==> config.mk <==
export PLATFORM = sky130hd
export DESIGN_NAME = icache_fetch
export DESIGN_NICKNAME = d
export VERILOG_FILES = /design/src/rtl/icache_fetch.sv
export SDC_FILE = /design/constraint.sdc
export NUM_CORES = 2
export LEC_CHECK = 0
export ABC_AREA = 1
export CAP_MARGIN = 20
export CORE_MARGIN = 1.5
export CORE_UTILIZATION = 60
export CTS_BUF_LIST = sky130_fd_sc_hd__clkbuf_8
export CTS_CLUSTER_DIAMETER = 60
export DETAILED_ROUTE_END_ITERATION = 8
export PLACE_DENSITY_LB_ADDON = 0.08
export RECOVER_POWER = 100
export SETUP_SLACK_MARGIN = 0.05
export SKIP_CTS_REPAIR_TIMING = 1
export SLEW_MARGIN = 10
export SYNTH_ARGS = -nofsm -noshare
export SYNTH_HDL_FRONTEND = slang
export SYNTH_SLANG_ARGS = --single-unit
==> constraint.sdc <==
create_clock -name clk -period 10.1 [get_ports clk]
set_input_delay 3.03 -clock clk [delete_from_list [all_inputs] [get_ports clk]]
set_output_delay 3.03 -clock clk [all_outputs]
set_load 0.02 [all_outputs]
==> src/rtl/icache_fetch.sv <==
// Direct-mapped read-only instruction cache with a zero-latency hit path and a word-burst line refill.
// Optional performance counters (hit_cnt/miss_cnt) are built when ICACHE_PERF_EN is defined.
module icache_fetch #(
    parameter int LINES = 16,
    parameter int WORDS = 4
) (
    input  logic        clk,
    input  logic        rst,
    input  logic        req,
    input  logic [31:0] pc_in,
    input  logic        inv,
    output logic [31:0] inst_out,
    output logic        istall,
    output logic        mem_req,
    output logic [31:0] mem_addr,
    input  logic        mem_ready,
    input  logic [31:0] mem_rdata
`ifdef ICACHE_PERF_EN
    ,
    output logic [31:0] hit_cnt,
    output logic [31:0] miss_cnt
`endif
);

    localparam int OFF_W   = $clog2(WORDS);
    localparam int IDX_W   = $clog2(LINES);
    localparam int TAG_LSB = 2 + OFF_W + IDX_W;
    localparam int TAG_W   = 32 - TAG_LSB;
    localparam logic [31:0] NOP = 32'h0000_0013;

    typedef enum logic {
        IDLE,
        REFILL
    } state_t;

    state_t state, state_next;

    logic [LINES-1:0] valid;
    logic [TAG_W-1:0] tag_mem  [LINES];
    logic [31:0]      data_mem [LINES][WORDS];

    logic [OFF_W-1:0] beat;
    logic [IDX_W-1:0] fill_idx;
    logic [TAG_W-1:0] fill_tag;
    logic             inv_seen;

    logic [OFF_W-1:0] pc_off;
    logic [IDX_W-1:0] pc_idx;
    logic [TAG_W-1:0] pc_tag;
    logic             hit;
    logic             launch;
    logic             last_beat;
    logic             unused_pc_bits;

    assign pc_off = pc_in[2 +: OFF_W];
    assign pc_idx = pc_in[2 + OFF_W +: IDX_W];
    assign pc_tag = pc_in[31:TAG_LSB];
    assign unused_pc_bits = ^pc_in[1:0];

    assign hit       = req && (state == IDLE) && valid[pc_idx] && (tag_mem[pc_idx] == pc_tag);
    assign launch    = req && (state == IDLE) && !hit;
    assign last_beat = (state == REFILL) && mem_ready && (beat == OFF_W'(WORDS - 1));

    always_comb begin
        state_next = state;
        inst_out   = NOP;
        istall     = req && !hit;
        if (hit) begin
            inst_out = data_mem[pc_idx][pc_off];
        end
        case (state)
            IDLE:    if (launch) state_next = REFILL;
            REFILL:  if (last_beat) state_next = IDLE;
            default: state_next = IDLE;
        endcase
    end

    // A refill that saw an invalidate still completes its handshake but never marks its line valid.
    always_ff @(posedge clk or negedge rst) begin
        if (!rst) begin
            state    <= IDLE;
            valid    <= '0;
            beat     <= '0;
            mem_req  <= 1'b0;
            mem_addr <= 32'd0;
            fill_idx <= '0;
            fill_tag <= '0;
            inv_seen <= 1'b0;
        end else begin
            state <= state_next;
            if (launch) begin
                fill_idx <= pc_idx;
                fill_tag <= pc_tag;
                beat     <= '0;
                inv_seen <= 1'b0;
                mem_req  <= 1'b1;
                mem_addr <= {pc_in[31:2+OFF_W], {OFF_W{1'b0}}, 2'b00};
            end else if (state == REFILL) begin
                if (inv) inv_seen <= 1'b1;
                if (mem_ready) begin
                    beat <= beat + OFF_W'(1);
                    if (last_beat) mem_req <= 1'b0;
                    else           mem_addr <= mem_addr + 32'd4;
                end
            end
            if (inv) valid <= '0;
            if (last_beat && !inv && !inv_seen) valid[fill_idx] <= 1'b1;
        end
    end

    // Tag and data storage carry no reset; only the valid bits qualify their contents.
    always_ff @(posedge clk) begin
        if ((state == REFILL) && mem_ready) data_mem[fill_idx][beat] <= mem_rdata;
        if (last_beat) tag_mem[fill_idx] <= fill_tag;
    end

`ifdef ICACHE_PERF_EN
    always_ff @(posedge clk or negedge rst) begin
        if (!rst) begin
            hit_cnt  <= 32'd0;
            miss_cnt <= 32'd0;
        end else begin
            if (hit)    hit_cnt  <= hit_cnt + 32'd1;
            if (launch) miss_cnt <= miss_cnt + 32'd1;
        end
    end
`endif

endmodule

After elaboration in Yosys (flattened, before gate mapping)
Memory sizes are Yosys's and may differ from the RTL's.
Index checks and enable logic that the tools add are counted.
{"block": "totals", "regBits": 81, "ram_bits": 2432, "in_bits": 69, "mem_count": 2}
{"block": "classes", "add_sub_neg": 2, "magnitude_cmp": 6, "n_eq_ne": 3, "n_mux": 33, "n_bitwise": 4, "reduce_logical": 22}
{"memory": "data_mem", "depth": 16, "word_bits": 128, "rd": 1, "rd_clocked_by_memory_dff": 0, "write_ports": 1, "line": "40", "text": "logic [31:0] data_mem [LINES][WORDS];"}
{"memory": "tag_mem", "depth": 16, "word_bits": 24, "rd": 1, "rd_clocked_by_memory_dff": 0, "write_ports": 1, "line": "39", "text": "logic [TAG_W-1:0] tag_mem [LINES];"}
{"cell": "32-bit 2-to-1 mux", "count": 8}
{"cell": "128-bit 2-to-1 mux", "count": 1}
{"cell": "32-bit binary-select mux with 2-bit select", "count": 1}
{"cell": "32-bit demux with 2-bit select", "count": 1}
{"cell": "32-bit by 3-bit adder with 32-bit output, second input constant", "count": 1}
{"cell": "16-bit 2-to-1 mux", "count": 2}
{"cell": "24-bit equality test", "count": 1}
{"cell": "16-bit OR", "count": 1}
{"cell": "1-bit 2-to-1 mux", "count": 14}
{"cell": "1-bit logical AND", "count": 11}
{"cell": "4-bit by 5-bit less-than comparator with 1-bit output, second input constant", "count": 2}
{"cell": "2-bit nonzero test", "count": 4}
{"cell": "3-bit greater-or-equal comparator, second input constant", "count": 2}
{"cell": "2-bit 2-to-1 mux", "count": 3}
{"cell": "2-bit inverter with 3-bit output", "count": 2}
{"cell": "3-bit AND reduction", "count": 2}
{"cell": "1-bit binary-select mux with 4-bit select", "count": 1}
{"cell": "1-bit demux with 4-bit select", "count": 1}
{"cell": "4-bit by 1-bit greater-or-equal comparator with 1-bit output, second input constant", "count": 1}
{"cell": "2-bit AND reduction", "count": 2}
{"cell": "1-bit logical NOT", "count": 3}
{"cell": "3-bit by 1-bit less-than comparator with 1-bit output, second input constant", "count": 1}
{"cell": "2-bit by 1-bit adder with 2-bit output, second input constant", "count": 1}
{"cell": "2-bit equality test, second input constant", "count": 1}
{"cell": "other kinds (3)", "count": 3}

Logic depth before layout (Yosys ltp)
{"block": "logic_depth", "word_depth": 8, "ltp_mapped": 20}

Worst setup path before layout
Ideal clock, no wire load.
{"block": "synth_path", "kind": "input port to output port", "from": "in pc_in[4]", "to": "out inst_out[13]", "t_arrival_ps": 5089, "required_ps": 7070, "path_slack_ps": 1981, "stages": 13, "path_buffers": 6, "path_cell_list": "inv_2 > buf_4 > buf_4 > buf_4 > buf_2 > buf_4 > buf_2 > nand2_1 > a221oi_1 > o211ai_1 > nand3_1 > nand2_1 > nor3_1"}
{"block": "synth_via", "elab_chain_len": 5}
{"element": "from (decl)", "line": "10", "text": "input logic [31:0] pc_in,"}
{"element": "memory 16 x 128 bit / 1-bit binary-select mux with 4-bit select (equally long branches)"}
{"element": "32-bit binary-select mux with 2-bit select / 1-bit 2-to-1 mux (equally long branches)", "line": "69, 60"}
{"element": "32-bit 2-to-1 mux (not written as such) / 1-bit logical AND (equally long branches) (2 in a row)", "line": "69, 60"}
{"element": "32-bit 2-to-1 mux *", "line": "68", "text": "if (hit) begin"}
{"element": "to (decl)", "line": "12", "text": "output logic [31:0] inst_out,"}
Every way passes the cells marked *; elsewhere a longest branch is shown, timed or not. The select of a mux whose other input is x is not followed.

Final worst setup path
{"block": "layout_path", "from": "in pc_in[5]", "to": "out inst_out[27]"}
The elaborated chain is that of the path after synthesis.

==> qor.yml <==
fin_area_um2: 111000
cp.depth: 15
path_class: "input pin to output port"
power.density_nw_per_um2: 199
drc_errors: 0
cts_sinks: 2511
maxCapViolations: 122
end_kind: "output port"
core_area_um2: 166000
critical_path.startpoint: "pc_in[5]"
layout_commonest_cell: "edfxtp_1"
period_share_pct: 97.9
cts_tree: "yes"
leakage_nw: 38.0
antenna_found_initial: 7
design.die.area_um2: 170000
grt_pass1_wl_um: 419000
final-max-slew-violation-count: 4368
ys_ff_latch: 2511
worstMarginPinSlew_ns: 5.12
cp.arrival_ns: 6.86
initialDrtViolationCount: 9055
clock_skew_ns: 0.0423
clock.fmax_mhz: 101
dieHeight_um: 412
finalSetupTns_ns: 0
hpwl_um: 146000
timing.rr.start: "beat[0]$_DFFE_PN0P_"
htree_num_levels: 5
root_buffer: "clkbuf_8"
detail_route.wl_per_cell_um: 27.4
antenna_left: 0
period_needed_ns: 9.89
start_util_pct: 60.7
reg2reg_to: "data_mem[12][30]$_DFFE_PP_"
dr_total_vias: 67400
hp-class: "flip-flop to flip-flop"
status: "finished with violations"
crit_slowest_cell: "dlygate4sd3_1"
num_rows: 149
setup_viol: 0
avgSynthCellArea_um2: 12.8
ys_seq_area_share_pct: 74.7
postSynthCellCount: 7830
dpl_cell_area_um2: 105000
synth.distinct_cells: 38
numCtsBuffers: 406
syn_area_um2: 100000
fin_nets: 8136
grt_pass1_vias: 64000
final_cell_mix: "2432 x edfxtp_1, 1461 x nand2_1, 712 x nor2_1, 678 x o21ai_0, 593 x nand3_1"
worstPathCellList: "buf_8, inv_8, buf_4, nor2_1, o21ai_0, nand3_1, nand3_1, nand2_1, nand2_1, nand4_1, nor3_1, nand3_2, buf_4, nor3_1, dlygate4sd3_1"
reg2reg_slack_ns: 3.13
clk_pin_slew_ns: 0.06
required_ns: 7.07
clk_latency_ns: 1.10
grt_usage_pct: 33.9
drt-total-wl_um: 288000
hold_viol: 0
port_buffers: 130
hold_slack_ns: 0.490
cpLargestDelayFamily: "buffers and inverters"
area_delta_synth_final_pct: 10.6
fin_util_pct: 67.1
viasPerCell: 6.39
pre_cts_slack_ns: 0.367
max_stage_delay_ns: 0.75
placed_cells: 9825
start_kind: "input pin"
cp_num_buf_inv: 5
crit_path_max_fanout: 58
drive_gt1_share_pct: 8.12
violations: "capacitance limit, slew limit"
grt_setup_unrepaired: "false"
grt_overflow: 0
relSlewSlack_pct: -241
hold_depth: 2
finalNonFillerCells: 10500
crit_end: "inst_out[27]"
ir_drop_uv: 170
ios: 135
drtPass1Iterations: 8
gp_routability_congestion: 0.896
setup_slack_ns: 0.212
grt_max_degree: 153
fp.dieW_um: 412
ff2ff_path_depth: 7
finalPower_mw: 22.1
cts_buffer_depth: 4
ys_warn_count: 0
-- worst min path at each step --
stage	endpoint	slack, ns	startpoint
CTS	valid[2]$_DFF_PN0_	0.49	valid[2]$_DFF_PN0_
detailed placement	valid[2]$_DFF_PN0_	0.48	valid[2]$_DFF_PN0_
floorplan	valid[0]$_DFF_PN0_	0.45	valid[0]$_DFF_PN0_
global placement	valid[8]$_DFF_PN0_	0.46	valid[8]$_DFF_PN0_
finish	valid[2]$_DFF_PN0_	0.49	valid[2]$_DFF_PN0_
global route	valid[4]$_DFF_PN0_	0.51	valid[4]$_DFF_PN0_
-- cell usage after synthesis --
master | count | area share, %
edfxtp_1 | 2432 | 73
nand2_1 | 1460 | 5.5
nor2_1 | 761 | 2.8
o21ai_0 | 677 | 3.4
nand3_1 | 593 | 3.0
a21oi_1 | 398 | 2.0
clkbuf_1 | 291 | 1.1
buf_2 | 187 | 0.93
o22ai_1 | 164 | 1.0
inv_1 | 151 | 0.56
o221ai_1 | 143 | 1.2
a221o_1 | 126 | 1.3
o211ai_1 | 90 | 0.67
dfrtp_1 | 79 | 2.0
a32o_1 | 59 | 0.59
buf_1 | 57 | 0.21
nor3_1 | 37 | 0.18
a221oi_1 | 32 | 0.28
buf_4 | 19 | 0.14
xor2_1 | 11 | 0.096
nand4_1 | 9 | 0.056
xnor2_1 | 9 | 0.078
o21ai_1 | 7 | 0.035
buf_6 | 5 | 0.056
ha_1 | 5 | 0.062
or2_2 | 4 | 0.025
clkinv_1 | 3 | 0.011
inv_2 | 3 | 0.011
nand3b_1 | 3 | 0.022
o21bai_1 | 3 | 0.022
a22oi_1 | 2 | 0.015
a31oi_1 | 2 | 0.012
o31ai_1 | 2 | 0.015
or2_1 | 2 | 0.012
conb_1 | 1 | 0.0037
nand2_2 | 1 | 0.0062
nand3_2 | 1 | 0.010
or2_0 | 1 | 0.0062
-- routing by layer --
metal | vias to the layer above | track usage (%) | routed length (µm) | part of all wire (%)
met4 | 2 | 12.4 | 10900 | 3.8
met2 | 4216 | 52.2 | 132000 | 46
li1 | 29400 | - | - | -
met5 | - | 0 | 14 | 0.0049
met3 | 594 | 7.03 | 32800 | 11
met1 | 33100 | 48.3 | 113000 | 39
-- power breakdown --
part	internal (mW)	switching, mW	leakage [nW]	total [mW]
logic	0.543	1.51	11.1	2.06
clock network	3.79	3.84	4.05	7.63
registers	12.0	0.341	22.9	12.4
total	16.4	5.69	38.0	22.1
-- cell type report --
cell class / instances / area [µm²]
Antenna cell: 4 / 10.0
Clock buffer: 417 / 5740
Clock inverter: 278 / 1110
Fill cell: 12000 / 54400
Inverter: 157 / 619
Multi-Input combinational cell: 4604 / 22800
Sequential cell: 2511 / 75000
Tap cell: 2189 / 2740
Timing Repair Buffer: 382 / 3110
-- flip-flops by register name, summed over array words and instances (netlist names) --
register  count
data_mem   2048
tag_mem     384
mem_addr     30
fill_tag     24
valid        16
fill_idx      4
beat          2
inv_seen      1
mem_req       1
state         1
-- worst reg2reg max path, cell delays in order, from the launching register on --
cell      delay [ns]
dfrtp_1         0.40
ha_1            0.24
inv_1           0.06
nor2_1          0.16
clkinv_1        0.11
clkbuf_1        0.62
nor2_1          1.13
clkbuf_1        3.64
-- logic make-up (layout without fill, tap and decap cells) --
kind of cell,Yosys count,after routing,share of synthesized area [%]
AO/OA/AOI/OAI,1705,1705,10.5
XOR/XNOR,20,20,0.174
adder cells (fa/ha/maj),5,5,0.0623
buffers and inverters,716,1234,3.02
flip-flops,2511,2511,74.7
other,1,6,0.00373
AND/OR/NAND/NOR,2872,2872,11.6
Note: power is estimated with default switching activity, not from simulation.
